**src/rtl/multicycle_control.sv**
```systemverilog
// multicycle_control: main control FSM for the multicycle 32-bit processor.
// Sequences fetch / decode / execute / memory / writeback, drives ALUOp and
// all datapath enables and mux selects, stalls on mem_ready and pulses
// instr_done in the final cycle of every instruction.
//
// Optional feature macro: ILLEGAL_OP_TRAP_EN
//   defined   - unknown opcodes park the FSM in TRAP and raise illegal_op
//   undefined - unknown opcodes retire as a NOP straight from DECODE
module multicycle_control #(
    parameter int MAX_WAIT = 15,
    parameter int STATE_W  = 4
) (
    input  logic               clk,
    input  logic               reset,
    input  logic [5:0]         opcode,
    input  logic               mem_ready,
    output logic               PCWrite,
    output logic               Branch,
    output logic               IorD,
    output logic               MemRead,
    output logic               MemWrite,
    output logic               IRWrite,
    output logic               MemtoReg,
    output logic               RegDst,
    output logic               RegWrite,
    output logic               ALUSrcA,
    output logic [1:0]         ALUSrcB,
    output logic [1:0]         ALUOp,
    output logic [1:0]         PCSrc,
    output logic               instr_done,
    output logic               mem_timeout,
    output logic [STATE_W-1:0] state
`ifdef ILLEGAL_OP_TRAP_EN
    ,
    output logic               illegal_op
`endif
);

    // Fixed state encoding; the debug port exposes these values directly.
    typedef enum logic [STATE_W-1:0] {
        S_FETCH   = STATE_W'(0),
        S_DECODE  = STATE_W'(1),
        S_MEMADR  = STATE_W'(2),
        S_MEMRD   = STATE_W'(3),
        S_MEMWB   = STATE_W'(4),
        S_MEMWR   = STATE_W'(5),
        S_EXECUTE = STATE_W'(6),
        S_ALUWB   = STATE_W'(7),
        S_BRANCH  = STATE_W'(8),
        S_ADDIEX  = STATE_W'(9),
        S_ADDIWB  = STATE_W'(10),
        S_JUMP    = STATE_W'(11),
        S_TRAP    = STATE_W'(12)
    } state_t;

    localparam logic [5:0] OP_RTYPE = 6'b000000;
    localparam logic [5:0] OP_LW    = 6'b100011;
    localparam logic [5:0] OP_SW    = 6'b101011;
    localparam logic [5:0] OP_BEQ   = 6'b000100;
    localparam logic [5:0] OP_ADDI  = 6'b001000;
    localparam logic [5:0] OP_J     = 6'b000010;

    localparam logic [7:0] MAX_W8 = 8'(MAX_WAIT);

    state_t     state_q, state_d;
    logic [7:0] wait_cnt, wait_nxt;
    logic       waiting;

    assign state = state_q;

`ifdef ILLEGAL_OP_TRAP_EN
    // Held for as long as the FSM is parked; reset leaves TRAP on its edge.
    assign illegal_op = (state_q == S_TRAP);
`endif

    // State register; reset returns to FETCH on the same edge, even mid-instruction.
    always_ff @(posedge clk) begin
        if (reset) state_q <= S_FETCH;
        else       state_q <= state_d;
    end

    // Next-state and Moore output decode; FETCH and MEMWR also gate on mem_ready.
    always_comb begin
        state_d    = S_FETCH;
        PCWrite    = 1'b0;
        Branch     = 1'b0;
        IorD       = 1'b0;
        MemRead    = 1'b0;
        MemWrite   = 1'b0;
        IRWrite    = 1'b0;
        MemtoReg   = 1'b0;
        RegDst     = 1'b0;
        RegWrite   = 1'b0;
        ALUSrcA    = 1'b0;
        ALUSrcB    = 2'b00;
        ALUOp      = 2'b00;
        PCSrc      = 2'b00;
        instr_done = 1'b0;

        case (state_q)
            S_FETCH: begin
                IorD    = 1'b0;
                MemRead = 1'b1;
                ALUSrcA = 1'b0;
                ALUSrcB = 2'b01;
                ALUOp   = 2'b00;
                PCSrc   = 2'b00;
                IRWrite = mem_ready;
                PCWrite = mem_ready;
                state_d = mem_ready ? S_DECODE : S_FETCH;
            end
            S_DECODE: begin
                // Branch target is precomputed here so BRANCH can compare in one cycle.
                ALUSrcA = 1'b0;
                ALUSrcB = 2'b11;
                ALUOp   = 2'b00;
                case (opcode)
                    OP_LW, OP_SW: state_d = S_MEMADR;
                    OP_RTYPE:     state_d = S_EXECUTE;
                    OP_BEQ:       state_d = S_BRANCH;
                    OP_ADDI:      state_d = S_ADDIEX;
                    OP_J:         state_d = S_JUMP;
                    default: begin
`ifdef ILLEGAL_OP_TRAP_EN
                        state_d = S_TRAP;
`else
                        state_d    = S_FETCH;
                        instr_done = 1'b1;
`endif
                    end
                endcase
            end
            S_MEMADR: begin
                ALUSrcA = 1'b1;
                ALUSrcB = 2'b10;
                ALUOp   = 2'b00;
                // Opcode is re-read here; a corrupted IR abandons the access.
                case (opcode)
                    OP_LW:   state_d = S_MEMRD;
                    OP_SW:   state_d = S_MEMWR;
                    default: begin
`ifdef ILLEGAL_OP_TRAP_EN
                        state_d = S_TRAP;
`else
                        state_d = S_FETCH;
`endif
                    end
                endcase
            end
            S_MEMRD: begin
                IorD    = 1'b1;
                MemRead = 1'b1;
                state_d = mem_ready ? S_MEMWB : S_MEMRD;
            end
            S_MEMWB: begin
                RegDst     = 1'b0;
                MemtoReg   = 1'b1;
                RegWrite   = 1'b1;
                instr_done = 1'b1;
                state_d    = S_FETCH;
            end
            S_MEMWR: begin
                IorD       = 1'b1;
                MemWrite   = 1'b1;
                instr_done = mem_ready;
                state_d    = mem_ready ? S_FETCH : S_MEMWR;
            end
            S_EXECUTE: begin
                ALUSrcA = 1'b1;
                ALUSrcB = 2'b00;
                ALUOp   = 2'b10;
                state_d = S_ALUWB;
            end
            S_ALUWB: begin
                RegDst     = 1'b1;
                MemtoReg   = 1'b0;
                RegWrite   = 1'b1;
                instr_done = 1'b1;
                state_d    = S_FETCH;
            end
            S_BRANCH: begin
                ALUSrcA    = 1'b1;
                ALUSrcB    = 2'b00;
                ALUOp      = 2'b01;
                PCSrc      = 2'b01;
                Branch     = 1'b1;
                instr_done = 1'b1;
                state_d    = S_FETCH;
            end
            S_ADDIEX: begin
                ALUSrcA = 1'b1;
                ALUSrcB = 2'b10;
                ALUOp   = 2'b00;
                state_d = S_ADDIWB;
            end
            S_ADDIWB: begin
                RegDst     = 1'b0;
                MemtoReg   = 1'b0;
                RegWrite   = 1'b1;
                instr_done = 1'b1;
                state_d    = S_FETCH;
            end
            S_JUMP: begin
                PCSrc      = 2'b10;
                PCWrite    = 1'b1;
                instr_done = 1'b1;
                state_d    = S_FETCH;
            end
`ifdef ILLEGAL_OP_TRAP_EN
            S_TRAP: begin
                // Everything quiet; only reset gets the FSM out.
                state_d = S_TRAP;
            end
`endif
            default: begin
                // Unused encodings recover to FETCH with every output low.
                state_d = S_FETCH;
            end
        endcase

        // Reset suppresses every side-effecting enable in the cycle it is seen.
        if (reset) begin
            state_d    = S_FETCH;
            PCWrite    = 1'b0;
            Branch     = 1'b0;
            MemRead    = 1'b0;
            MemWrite   = 1'b0;
            IRWrite    = 1'b0;
            RegWrite   = 1'b0;
            instr_done = 1'b0;
        end
    end

    // Memory stall detection: only the three memory-waiting states count.
    always_comb begin
        waiting = ((state_q == S_FETCH) || (state_q == S_MEMRD) || (state_q == S_MEMWR))
                  && !mem_ready;
        if (!waiting || (state_d != state_q)) wait_nxt = 8'd0;
        else if (wait_cnt >= MAX_W8)          wait_nxt = MAX_W8;
        else                                  wait_nxt = wait_cnt + 8'd1;
    end

    // Saturating stall counter and sticky timeout flag; timeout never alters sequencing.
    always_ff @(posedge clk) begin
        if (reset) begin
            wait_cnt    <= 8'd0;
            mem_timeout <= 1'b0;
        end else begin
            wait_cnt <= wait_nxt;
            if (wait_nxt == MAX_W8) mem_timeout <= 1'b1;
        end
    end

endmodule

```
**config.mk**
```make
export PLATFORM = sky130hd
export DESIGN_NAME = multicycle_control
export DESIGN_NICKNAME = d
export VERILOG_FILES = /design/src/rtl/multicycle_control.sv
export SDC_FILE = /design/constraint.sdc
export NUM_CORES = 1
export LEC_CHECK = 0
export BUFFER_PORTS_ARGS = -buffer_cell sky130_fd_sc_hd__buf_2
export CAP_MARGIN = 5
export CELL_PAD_IN_SITES_DETAIL_PLACEMENT = 2
export CELL_PAD_IN_SITES_GLOBAL_PLACEMENT = 2
export CORE_MARGIN = 10
export CORE_UTILIZATION = 29
export CTS_CLUSTER_SIZE = 28
export DETAILED_ROUTE_END_ITERATION = 10
export PLACE_DENSITY_LB_ADDON = 0.1
export SETUP_SLACK_MARGIN = 0.05
export SYNTH_ARGS = -nofsm -noshare
export SYNTH_HDL_FRONTEND = slang
export SYNTH_SLANG_ARGS = --single-unit
```
**constraint.sdc**
```tcl
create_clock -name clk -period 2.9 [get_ports clk]
set_clock_uncertainty 0.15 [all_clocks]
set_input_delay 0.145 -clock clk [delete_from_list [all_inputs] [get_ports clk]]
set_output_delay 0.145 -clock clk [all_outputs]
set_load 0.02 [all_outputs]
```
==> summary.md <==
| Metric | Value |
|---|---|
| Most numerous cell in the Yosys netlist | dfxtp_1 |
| Grt total ovfl | 0 |
| Main combinational cell family by area after synthesis | simple AND/OR/NAND/NOR gates |
| Router iterations before antenna repair | 4 |
| Worst vdd rail ir drop | between 200 and 250 uV |
| Top cells by area, synth | dfxtp_1 (27%), a21oi_1 (5.7%), nor3_1 (4.7%) |
| Clock root buffer | clkbuf_4 |
| Post-layout total power | 392 uW |
| Total Routed Length | 3490 microns |
| Highest Clock Rate | 0.417 GHz |
| Fill cell instance count of the final layout | 387 |
| Total leakage power | 0.000512 uW |
| Synthesized-area fraction occupied by ao, oa, aoi and oai cells | a little under a quarter |
| Final clock period utilization by the worst path | 82.6% |
| Buffer and inverter count on the worst path | 1 |
| Worst Tran Pin Value | 804 ps |
| Type of the tightest min-delay check | input pin to register |
| Post-layout nets | between 150 and 200 |
| Endpoint type of the worst setup path | output pin |
| Top-level I/O count | 31 |
| Multiplexer fraction of the synthesized cell area | between 1 and 1.5% |
| Later-pin clock latency in the skew report | 280 ps |
| Normalized max-slew margin | about 46% |
| Starting density of the core | 31.0% |
| Total area of multi-input combinational cells | 653 sq um |
| Post-CTS Hold Fix Bufs | 0 |
| Largest net degree at the start of global routing | 25 |
| Fraction of registers with async set or reset after synthesis | 0% |
| Number of global-route vias before repair | ~1.1k |
| Portion of the post-synthesis area used by sequential elements | 26.9% |
| Count of mapped cells out of synthesis | roughly 130 |
| Yosys cell types | 49 |
| DP HPWL | approximately 2800 microns |
| Cell area after synthesis | 968 sq um |
| Number of gates resized after CTS | 0 |
| Diode count | 0 |
| Cell type of the slowest stage on the worst timing path | dfxtp_1 |
| Required @ worst endpoint | ~2600 ps |
| Detailed Route Iter0 Violations | 62 |
| Wire length of the first global-routing pass | slightly below 6000 microns |
| Share of Yosys cell area claimed by the top area cell type | between 20% and 30% |
| Fraction of final layout cells sized beyond drive strength 1 | a little under 30% |
| Aggregate negative setup slack | 0 ps |
| CP top delay family | flip-flops |
| Cell type contributing the most total cell area after synthesis | dfxtp_1 |
| Hold Fails Final Rpt | 0 |
| Area growth syn-to-layout | 20.7% |
| Maximum number of buffers from clock root to sink | 2 |
| Category of the most critical setup path | register to output pin |
| Simple logic cell fraction of the synthesized area | 35.1% |
| Remaining antenna violation count | 0 |
| Clock tree from TritonCTS | done |
| Number of cell rows | 20 |
| Maximum capacitance violations | 0 |
| Height of the die | 77.8 microns |
| Critical Path, Cell by Cell | nand2b_1, a21oi_1, a211oi_1, a31oi_1, nor2_1, buf_2 |
| Data arrival at the endpoint of the critical path | 2100 ps |
| Peak fanout along the critical path | 19 |
| Area taken by flip-flops and latches | 260 sq um |
| Overall global routing resource usage | 11.4% |
| Power per cell area | 336 nW/um^2 |
| Die width | 77.8 microns |
| Gpl congestion | around 0.75 |
| Detailed-route via count | around 1.1k |
| Post-synthesis xor/xnor area fraction | roughly 3.6% |
| FF+latch count, synth | 13 |
| Number of warnings issued by yosys | 0 |
| Number of buffers created by CTS | 3 |
| Count of endpoints failing setup in the final report | 0 |
| Total of buffers placed on input and output ports | 30 |
| # DRC | 0 |
| Post-DR wirelength/cell | between 15 and 20 microns |
| CTS H-tree depth | 1 |
| Top FF cell, synth | dfxtp_1 |
| Total count of max-transition violations in the final report | 0 |
| CTS clock-pin slew for the worst setup and hold paths | roughly 90 ps |
| Number of antenna violations at the first check in global routing | 0 |
| Status | finished clean |
| Avg Synthesized Cell Area | 7.69 sq um |
| Number of enable-type register cells in the synthesized netlist | 0 |
| TritonCTS Sinks | 13 |
| Final critical path time including I/O delays and setup | between 2000 and 2500 ps |
| Synth top cells by count | dfxtp_1 (13), a21oi_1 (11), nor2_1 (11) |
| Die outline area | ~6100 sq um |
| Adder-cell share of the synthesized area | 2.33% |
| Largest stage delay on the critical path | just under 800 ps |
| Post-CTS Repair Setup Buffers | 0 |
| Startpoint types | register |
| Via density | 5.36 |
| Unrepaired setup endpoints after global routing | false |
| Placeable core region | roughly 3100 sq um |
==> cell type report <==
cell class	count	area share, %
Tap cell	44	4.71
Multi-Input combinational cell	102	55.9
Clock buffer	3	1.93
Clock inverter	1	0.428
Sequential cell	13	22.3
Timing Repair Buffer	31	13.5
Inverter	4	1.28
==> routing by layer <==
layer / vias up / track usage (%) / part of all wire [%] / wire length (microns)
met5: - / 0 / 0 / 0
met4: 0 / 2.19 / 0.43 / 15
met3: 4 / 4.72 / 7.4 / 258
met2: 30 / 18.8 / 44 / 1530
met1: 517 / 13.5 / 48 / 1680
li1: 510 / - / - / -
==> cell families after synthesis <==
| logic type | after synthesis |
|---|---|
| AO/OA/AOI/OAI | 36 |
| XOR/XNOR | 4 |
| adder cells (fa/ha/maj) | 2 |
| buffers and inverters | 14 |
| flip-flops | 13 |
| multiplexers | 1 |
| other | 1 |
| AND/OR/NAND/NOR | 55 |
==> through the flow <==
step	hold slack, ps	setup WS (ps)	cells	utilization [%]	area (sq um)
detailed placement	326	577	194	36.5	1140
global route	52.7	241	198	37.4	1170
finish	58.0	504	198	37.4	1170
CTS	49.0	494	198	37.4	1170
global placement	303	748	194	36.5	1140
floorplan	193	734	129	-	980
==> worst paths after layout <==
path	from	to	slack, ps	cells past startpoint
setup reg to reg	state[2]$_SDFF_PP0_	wait_cnt[1]$_SDFF_PP0_	590	5
hold / removal	reset	state[3]$_SDFF_PP0_	60	2
hold reg to reg	mem_timeout$_SDFFE_PP0N_	mem_timeout$_SDFFE_PP0N_	340	2
setup / recovery	state[1]$_SDFF_PP0_	instr_done	500	6
==> power breakdown <==
group	leakage [uW]	internal, uW	switching, uW
logic	0.000387	30.0	50.3
clock network	0.0000177	51.3	64.3
registers	0.000108	188	9.00
total	0.000512	269	124
==> flip-flops by register name, summed over array words and instances (netlist names) <==
signal,flops
mem_timeout,1
wait_cnt,8
state,4
==> layout by cell type, fill, tap and decap left out, types with 2 or more instances in the layout <==
| master | n |
|---|---|
| xnor2_1 | 2 |
| nor3_1 | 9 |
| nor2_1 | 11 |
| o21ai_0 | 5 |
| o31a_1 | 2 |
| nand2b_1 | 6 |
| a21oi_1 | 11 |
| buf_2 | 30 |
| o21ai_1 | 4 |
| conb_1 | 4 |
| or4_1 | 2 |
| nand3_1 | 2 |
| a31oi_1 | 4 |
| xor2_1 | 2 |
| nor2b_1 | 2 |
| inv_1 | 3 |
| and3_1 | 3 |
| dfxtp_1 | 13 |
| clkbuf_4 | 3 |
| nand2_1 | 6 |
| or2_2 | 2 |
| nand3b_1 | 2 |
No activity file was read; power rests on OpenSTA's default activity.
